## config.mk

```make
export PLATFORM = sky130hd
export DESIGN_NAME = shift_seq_ctrl
export DESIGN_NICKNAME = d
export VERILOG_FILES = /design/src/rtl/shift_seq_pkg.sv /design/src/rtl/shift_seq_datapath.sv /design/src/rtl/shift_seq_ctrl.sv
export SDC_FILE = /design/constraint.sdc
export NUM_CORES = 1
export LEC_CHECK = 0
export BUFFER_PORTS_ARGS = -buffer_cell sky130_fd_sc_hd__buf_2
export CELL_PAD_IN_SITES_DETAIL_PLACEMENT = 0
export CELL_PAD_IN_SITES_GLOBAL_PLACEMENT = 1
export CORE_MARGIN = 1.5
export CORE_UTILIZATION = 37
export DETAILED_ROUTE_END_ITERATION = 10
export PLACE_DENSITY_LB_ADDON = 0.1
export SLEW_MARGIN = 30
export SYNTH_ARGS = -nofsm -noshare
export SYNTH_HDL_FRONTEND = slang
export SYNTH_SLANG_ARGS = --single-unit
```

## constraint.sdc

```tcl
create_clock -name clk -period 1.4 [get_ports clk]
set_input_delay 0.07 -clock clk [delete_from_list [all_inputs] [get_ports clk]]
set_output_delay 0.07 -clock clk [all_outputs]
set_load 0.01 [all_outputs]
```

## src/rtl/shift_seq_pkg.sv

```systemverilog
// Shared types and helpers for the serial shift sequencer.
//   state_t    : controller states (idle, shifting a frame, inter-frame gap)
//   clog2      : ceil(log2(n)) for counter sizing
//   cnt_w      : counter width for a count range of n (never below 1 bit)
//   WIDTH_MAX / GAP_MAX : legal parameter ceilings
package shift_seq_pkg;

  localparam int WIDTH_MAX = 32;
  localparam int GAP_MAX   = 15;

  typedef enum logic [1:0] {
    ST_IDLE  = 2'd0,
    ST_SHIFT = 2'd1,
    ST_GAP   = 2'd2
  } state_t;

  function automatic int clog2(input int n);
    int r;
    r = 0;
    for (int v = n - 1; v > 0; v = v >> 1) r++;
    return r;
  endfunction

  function automatic int cnt_w(input int n);
    return (n > 1) ? clog2(n) : 1;
  endfunction

endpackage

```

## src/rtl/shift_seq_datapath.sv

```systemverilog
// Loadable WIDTH-bit shift register with direction select plus bit counter.
//   load      : capture load_data / lsb_first, present the first bit
//   shift     : advance to the next bit, bump bit_cnt
//   clear     : drop the word, ser_out and bit_cnt to zero (wins over load/shift)
//   ser_out   : registered current serial bit
//   bit_cnt   : index of the bit currently on ser_out
//   last      : bit_cnt is at WIDTH-1
module shift_seq_datapath
  import shift_seq_pkg::*;
#(
  parameter  int WIDTH = 4,
  localparam int CW    = cnt_w(WIDTH)
) (
  input  logic             clk,
  input  logic             reset_n,
  input  logic             load,
  input  logic             shift,
  input  logic             clear,
  input  logic [WIDTH-1:0] load_data,
  input  logic             lsb_first,
  output logic             ser_out,
  output logic [CW-1:0]    bit_cnt,
  output logic             last
);

  logic [WIDTH-1:0] sr_q;
  logic [WIDTH-1:0] sr_nxt;
  logic             lsb_q;

  // The emitting end of the register always holds the bit that goes out next,
  // so ser_out can be a plain flop loaded from that end.
  always_comb sr_nxt = lsb_q ? (sr_q >> 1) : (sr_q << 1);

  assign last = (bit_cnt == CW'(WIDTH - 1));

  always_ff @(posedge clk or negedge reset_n) begin
    if (!reset_n) begin
      sr_q    <= '0;
      lsb_q   <= 1'b0;
      ser_out <= 1'b0;
      bit_cnt <= '0;
    end else if (clear) begin
      sr_q    <= '0;
      lsb_q   <= 1'b0;
      ser_out <= 1'b0;
      bit_cnt <= '0;
    end else if (load) begin
      sr_q    <= load_data;
      lsb_q   <= lsb_first;
      ser_out <= lsb_first ? load_data[0] : load_data[WIDTH-1];
      bit_cnt <= '0;
    end else if (shift) begin
      sr_q    <= sr_nxt;
      ser_out <= lsb_q ? sr_nxt[0] : sr_nxt[WIDTH-1];
      bit_cnt <= bit_cnt + 1'b1;
    end
  end

endmodule

```

## src/rtl/shift_seq_ctrl.sv

```systemverilog
// Sequencing controller for the serial shift datapath. Accepts a word over
// load_valid/load_ready, shifts it out one bit per clock with frame strobes,
// then holds off GAP idle cycles before the next accept.
//   load_valid/load_data/lsb_first : producer side (order sampled on accept)
//   abort       : synchronous cancel; also blocks an accept in idle
//   load_ready  : combinational, idle and no abort
//   ser_out/ser_valid/frame_start/frame_end/busy : registered serial side
module shift_seq_ctrl
  import shift_seq_pkg::*;
#(
  parameter int WIDTH = 4,
  parameter int GAP   = 0
) (
  input  logic             clk,
  input  logic             reset_n,
  input  logic             load_valid,
  input  logic [WIDTH-1:0] load_data,
  input  logic             lsb_first,
  input  logic             abort,
  output logic             load_ready,
  output logic             ser_out,
  output logic             ser_valid,
  output logic             frame_start,
  output logic             frame_end,
  output logic             busy
);

  if (WIDTH < 1 || WIDTH > WIDTH_MAX || GAP < 0 || GAP > GAP_MAX) begin : g_bad_param
    $error("shift_seq_ctrl: WIDTH or GAP out of range");
  end

  localparam int CW = cnt_w(WIDTH);
  localparam int GW = clog2(GAP_MAX + 1);

  state_t          state_q, state_d;
  logic [GW-1:0]   gap_q, gap_d;
  logic [CW-1:0]   bit_cnt;
  logic            last;
  logic            accept;
  logic            shift;
  logic            clear;
  logic            fe_d;

  assign load_ready = (state_q == ST_IDLE) && !abort;
  assign accept     = load_valid && load_ready;

  always_ff @(posedge clk or negedge reset_n) begin
    if (!reset_n) begin
      state_q <= ST_IDLE;
      gap_q   <= '0;
    end else begin
      state_q <= state_d;
      gap_q   <= gap_d;
    end
  end

  always_comb begin
    state_d = state_q;
    gap_d   = gap_q;
    case (state_q)
      ST_IDLE: begin
        if (accept) state_d = ST_SHIFT;
      end
      ST_SHIFT: begin
        if (abort) state_d = ST_IDLE;
        else if (last) begin
          state_d = (GAP > 0) ? ST_GAP : ST_IDLE;
          gap_d   = '0;
        end
      end
      ST_GAP: begin
        if (abort || gap_q == GW'(GAP - 1)) begin
          state_d = ST_IDLE;
          gap_d   = '0;
        end else begin
          gap_d = gap_q + 1'b1;
        end
      end
      default: state_d = ST_IDLE;
    endcase
    if (abort) gap_d = '0;
  end

  // Datapath control follows the next state: anything that leaves SHIFT
  // clears the bit, which also keeps ser_out at 0 in idle and gap.
  assign shift = (state_q == ST_SHIFT) && (state_d == ST_SHIFT);
  assign clear = (state_d != ST_SHIFT);

  // The next cycle shows the last bit either straight from an accept
  // (single-bit frames) or when the counter advances onto WIDTH-1.
  assign fe_d = accept ? (WIDTH == 1) : (shift && (int'(bit_cnt) == WIDTH - 2));

  shift_seq_datapath #(.WIDTH(WIDTH)) u_dp (
    .clk       (clk),
    .reset_n   (reset_n),
    .load      (accept),
    .shift     (shift),
    .clear     (clear),
    .load_data (load_data),
    .lsb_first (lsb_first),
    .ser_out   (ser_out),
    .bit_cnt   (bit_cnt),
    .last      (last)
  );

  always_ff @(posedge clk or negedge reset_n) begin
    if (!reset_n) begin
      ser_valid   <= 1'b0;
      frame_start <= 1'b0;
      frame_end   <= 1'b0;
      busy        <= 1'b0;
    end else begin
      ser_valid   <= (state_d == ST_SHIFT);
      frame_start <= accept;
      frame_end   <= fe_d;
      busy        <= (state_d != ST_IDLE);
    end
  end

endmodule

```

==> reports/metrics.json <==
{
  "run": {
    "timing.max_cap.violations": 0
  },
  "route": {
    "route.antenna.remaining_nets": 0,
    "routed_wl_mm": 1.678,
    "remaining_drc_errors": 0,
    "drt_iter0_drc": 3,
    "wire_per_inst_um": 13.32,
    "num_vias": 624,
    "drt_pre_antenna_iters": 2,
    "detail_route.vias_per_cell": 4.952
  },
  "yosys": {
    "yosys.area_share.xor_xnor": 0,
    "yosys-mux-area-fraction": 0.04896,
    "synth-compound-area-share": 0.1602,
    "yosysUniqueCellTypes": 27,
    "synthCells": 75,
    "synthSimpleGateAreaFrac": 0.1484,
    "synth.net_count": 87,
    "synth-adder-area-share": 0.04451,
    "synth_top_family_by_area": "compound AO/OA/AOI/OAI gates",
    "synth_area_um2": 843.3,
    "postSynthRegisterBits": 18,
    "ys_warn_count": 0,
    "synth_area_per_cell_um2": 11.24,
    "synth.yosys.seq_area_share": 0.5341
  },
  "clocking": {
    "ctsHtreeMaxLevel": 1,
    "cts_root_buffer": "clkbuf_4",
    "clockBufferDepth": 2,
    "worst_skew_pair.late_latency_ns": 0.28,
    "clock_pin_transition_on_the_worst_setup_and_hold_timing_paths_ns": 0.10,
    "cts_inserted_buffers": 3,
    "setup_buffers_after_cts": 0,
    "tritoncts": "yes",
    "cts.sinks": 18
  },
  "place": {
    "placed_cell_area_um2": 974.7,
    "gp_congestion": 0.7607,
    "detailed_place_hpwl_mm": 1.141,
    "io_buffer_count": 14,
    "pre_cts_slack_ns": 0.02073
  },
  "die": {
    "core-area_um2": 2191,
    "dieArea_um2": 2575,
    "floorplan.die.height_um": 50.74,
    "floorplan.initialDensity": 0.3849,
    "io_pins": 15,
    "std_cell_rows": 17,
    "fp.dieW_um": 50.74
  },
  "critical_path": {
    "crit_fanout": 6,
    "path_common_cell": "buf_4",
    "slowest_delay_ns": 0.43,
    "critPathRequiredTime_ns": 1.58,
    "timing.critical_path.cells": "buf_4 -> and3b_1 -> a211oi_1 -> buf_4 -> a211o_1",
    "crit_arrival_ns": 1.56,
    "sort_of_element_at_the_start_of_the_critical_path": "flop",
    "critical_path.endpoint_type": "flop",
    "setup.worst_path.class": "reg2reg",
    "critPathSlowestCell": "dfrtp_1"
  },
  "sta": {
    "max_slew.worst_pin.slew_ns": 0.4082,
    "fmaxAchievable_ghz": 0.7244,
    "setup_violations": 0,
    "finClkSkew_ns": 0.0006950,
    "slew_headroom": 0.7279,
    "unrepaired_setup_endpoints_after_global_routing": "yes",
    "final_hold_viol_count": 0,
    "layout_setup_ws_ns": 0.01947,
    "slew_violations": 0,
    "period_share": 0.9861,
    "post-route-min-period_ns": 1.381
  },
  "grt": {
    "maximum_number_of_pins_on_one_net_before_global_route_repair": 19,
    "grt_pass1_wl_mm": 2.553,
    "antenna_found_initial": 0,
    "grt-ovfl-total": 0,
    "number_of_global_route_vias_before_repair": 579,
    "grt_usage": 0.1342
  },
  "power_and_ir_drop": {
    "power_density_normalized_to_cell_area_nw_per_um2": 851.9,
    "finalPower_w": 0.0009039,
    "cellLeakagePower_nw": 0.5204,
    "peakVddDrop_uv": 446.0
  },
  "final_layout": {
    "nets": 112,
    "flow.area_growth_from_synthesis_pct": 25.82,
    "top_library_cells_by_usage_in_the_layout_fill_and_taps_aside": "dfrtp_1 (17), buf_2 (14), buf_4 (7), inv_1 (6), nor2_1 (6)",
    "design_area_um2": 1061,
    "final_common_cell": "dfrtp_1",
    "layout-drive-gt1-share": 0.3878,
    "antenna_cells_inserted": 0
  },
  "hold_path": {
    "holdCritPathClass": "in2reg"
  },
  "status": {
    "run_status": "finished, final reports clean"
  }
}
==> synthesized netlist by cell type, drive strengths merged <==
| master | count | area [µm²] |
|---|---|---|
| nand3b | 2 | 15.01 |
| a211oi | 6 | 55.05 |
| or3b | 1 | 8.760 |
| and3b | 1 | 8.760 |
| a41o | 1 | 10.01 |
| a31oi | 1 | 12.51 |
| mux2 | 1 | 11.26 |
| or4b | 1 | 13.76 |
| nor3 | 3 | 15.01 |
| a211o | 1 | 8.760 |
| nand2b | 1 | 6.260 |
| a22o | 1 | 8.760 |
| buf | 3 | 26.27 |
| nor2 | 6 | 22.52 |
| o211ai | 1 | 7.510 |
| a21o | 1 | 7.510 |
| mux2i | 3 | 30.03 |
| ha | 3 | 37.54 |
| nand2 | 5 | 18.77 |
| inv | 6 | 22.52 |
| a21oi | 5 | 25.02 |
| nor2b | 1 | 6.260 |
| dfrtp | 18 | 450.4 |
| nand3 | 2 | 10.01 |
| clkinv | 1 | 5.000 |
==> cell families after synthesis <==
| logic type | Yosys count |
|---|---|
| simple gates | 23 |
| flops | 18 |
| compound gates | 17 |
| buf+inv | 10 |
| mux | 4 |
| fa+ha+maj | 3 |
==> routing by layer <==
metal,GRT usage,part of all wire,wire length (µm),vias up
met5,0,0,0,-
met3,0.02976,0.028,47,2
li1,-,-,-,315
met2,0.2018,0.46,775,8
met4,0.06757,0.0077,13,0
met1,0.1808,0.50,841,299
==> power by group <==
| group | switching [W] | total [W] | internal [W] |
|---|---|---|---|
| logic | 0.0000614 | 0.000109 | 0.0000479 |
| registers | 0.0000103 | 0.000545 | 0.000535 |
| clock network | 0.000150 | 0.000249 | 0.0000998 |
| total | 0.000221 | 0.000904 | 0.000683 |
==> final timing paths <==
kind | from | endpoint | slack [ns] | cells after the start
min in group asynchronous | reset_n | gap_q[3]$_DFFE_PN0P_ | 0.23 | 2
max in group asynchronous | reset_n | state_q[0]$_DFF_PN0_ | 0.86 | 2
setup reg to reg | state_q[1]$_DFF_PN0_ | gap_q[3]$_DFFE_PN0P_ | 0.02 | 5
hold reg to reg | u_dp.bit_cnt[0]$_DFFE_PN0P_ | u_dp.bit_cnt[0]$_DFFE_PN0P_ | 0.53 | 2
setup / recovery | state_q[1]$_DFF_PN0_ | gap_q[3]$_DFFE_PN0P_ | 0.02 | 5
hold / removal | load_data[3] | u_dp.sr_q[3]$_DFFE_PN0P_ | 0.02 | 3
==> flip-flops by register name (all words and copies together) (netlist names) <==
name and count:
u_dp.lsb_q 1, state_q 2, frame_start 1, frame_end 1, gap_q 4, u_dp.ser_out 1, ser_valid 1, u_dp.bit_cnt 2
u_dp.sr_q 4, busy 1
==> critical path, delay by kind of cell, from the launching register on <==
kind / cells / cell delay (ns)
flip-flops: 1 / 0.43
AO/OA/AOI/OAI: 2 / 0.33
buffers and inverters: 2 / 0.31
AND/OR/NAND/NOR: 1 / 0.21
==> metrics by stage <==
step,instances,TNS [ns],hold WS [ns],utilization
detailed placement,121,0,0.02831,0.4449
floorplan,75,-0.03884,-0.2256,-
global placement,121,0,0.02340,0.4449
finish,126,0,0.01885,0.4843
global route,126,-0.05647,0.01577,0.4843
CTS,125,0,0.008016,0.4615
==> repair_timing <==
| item | CTS | global route |
|---|---|---|
| endpoints found under the setup margin | 1 | 8 |
| endpoints found under the hold margin | 18 | 0 |
| cloned | 0 | 1 |
| hold buffers | 1 | 0 |
| pin swaps | 0 | 3 |
| gates resized for setup | 1 | 10 |
==> area by class of cell <==
class	count	area, µm²
Tap cell	28	35.03
Timing Repair Buffer	22	132.6
Multi-Input combinational cell	48	387.9
Sequential cell	18	451.7
Inverter	7	31.28
Clock buffer	3	22.52
Fill cell	216	1130
Power figures use the tool's default switching activity.
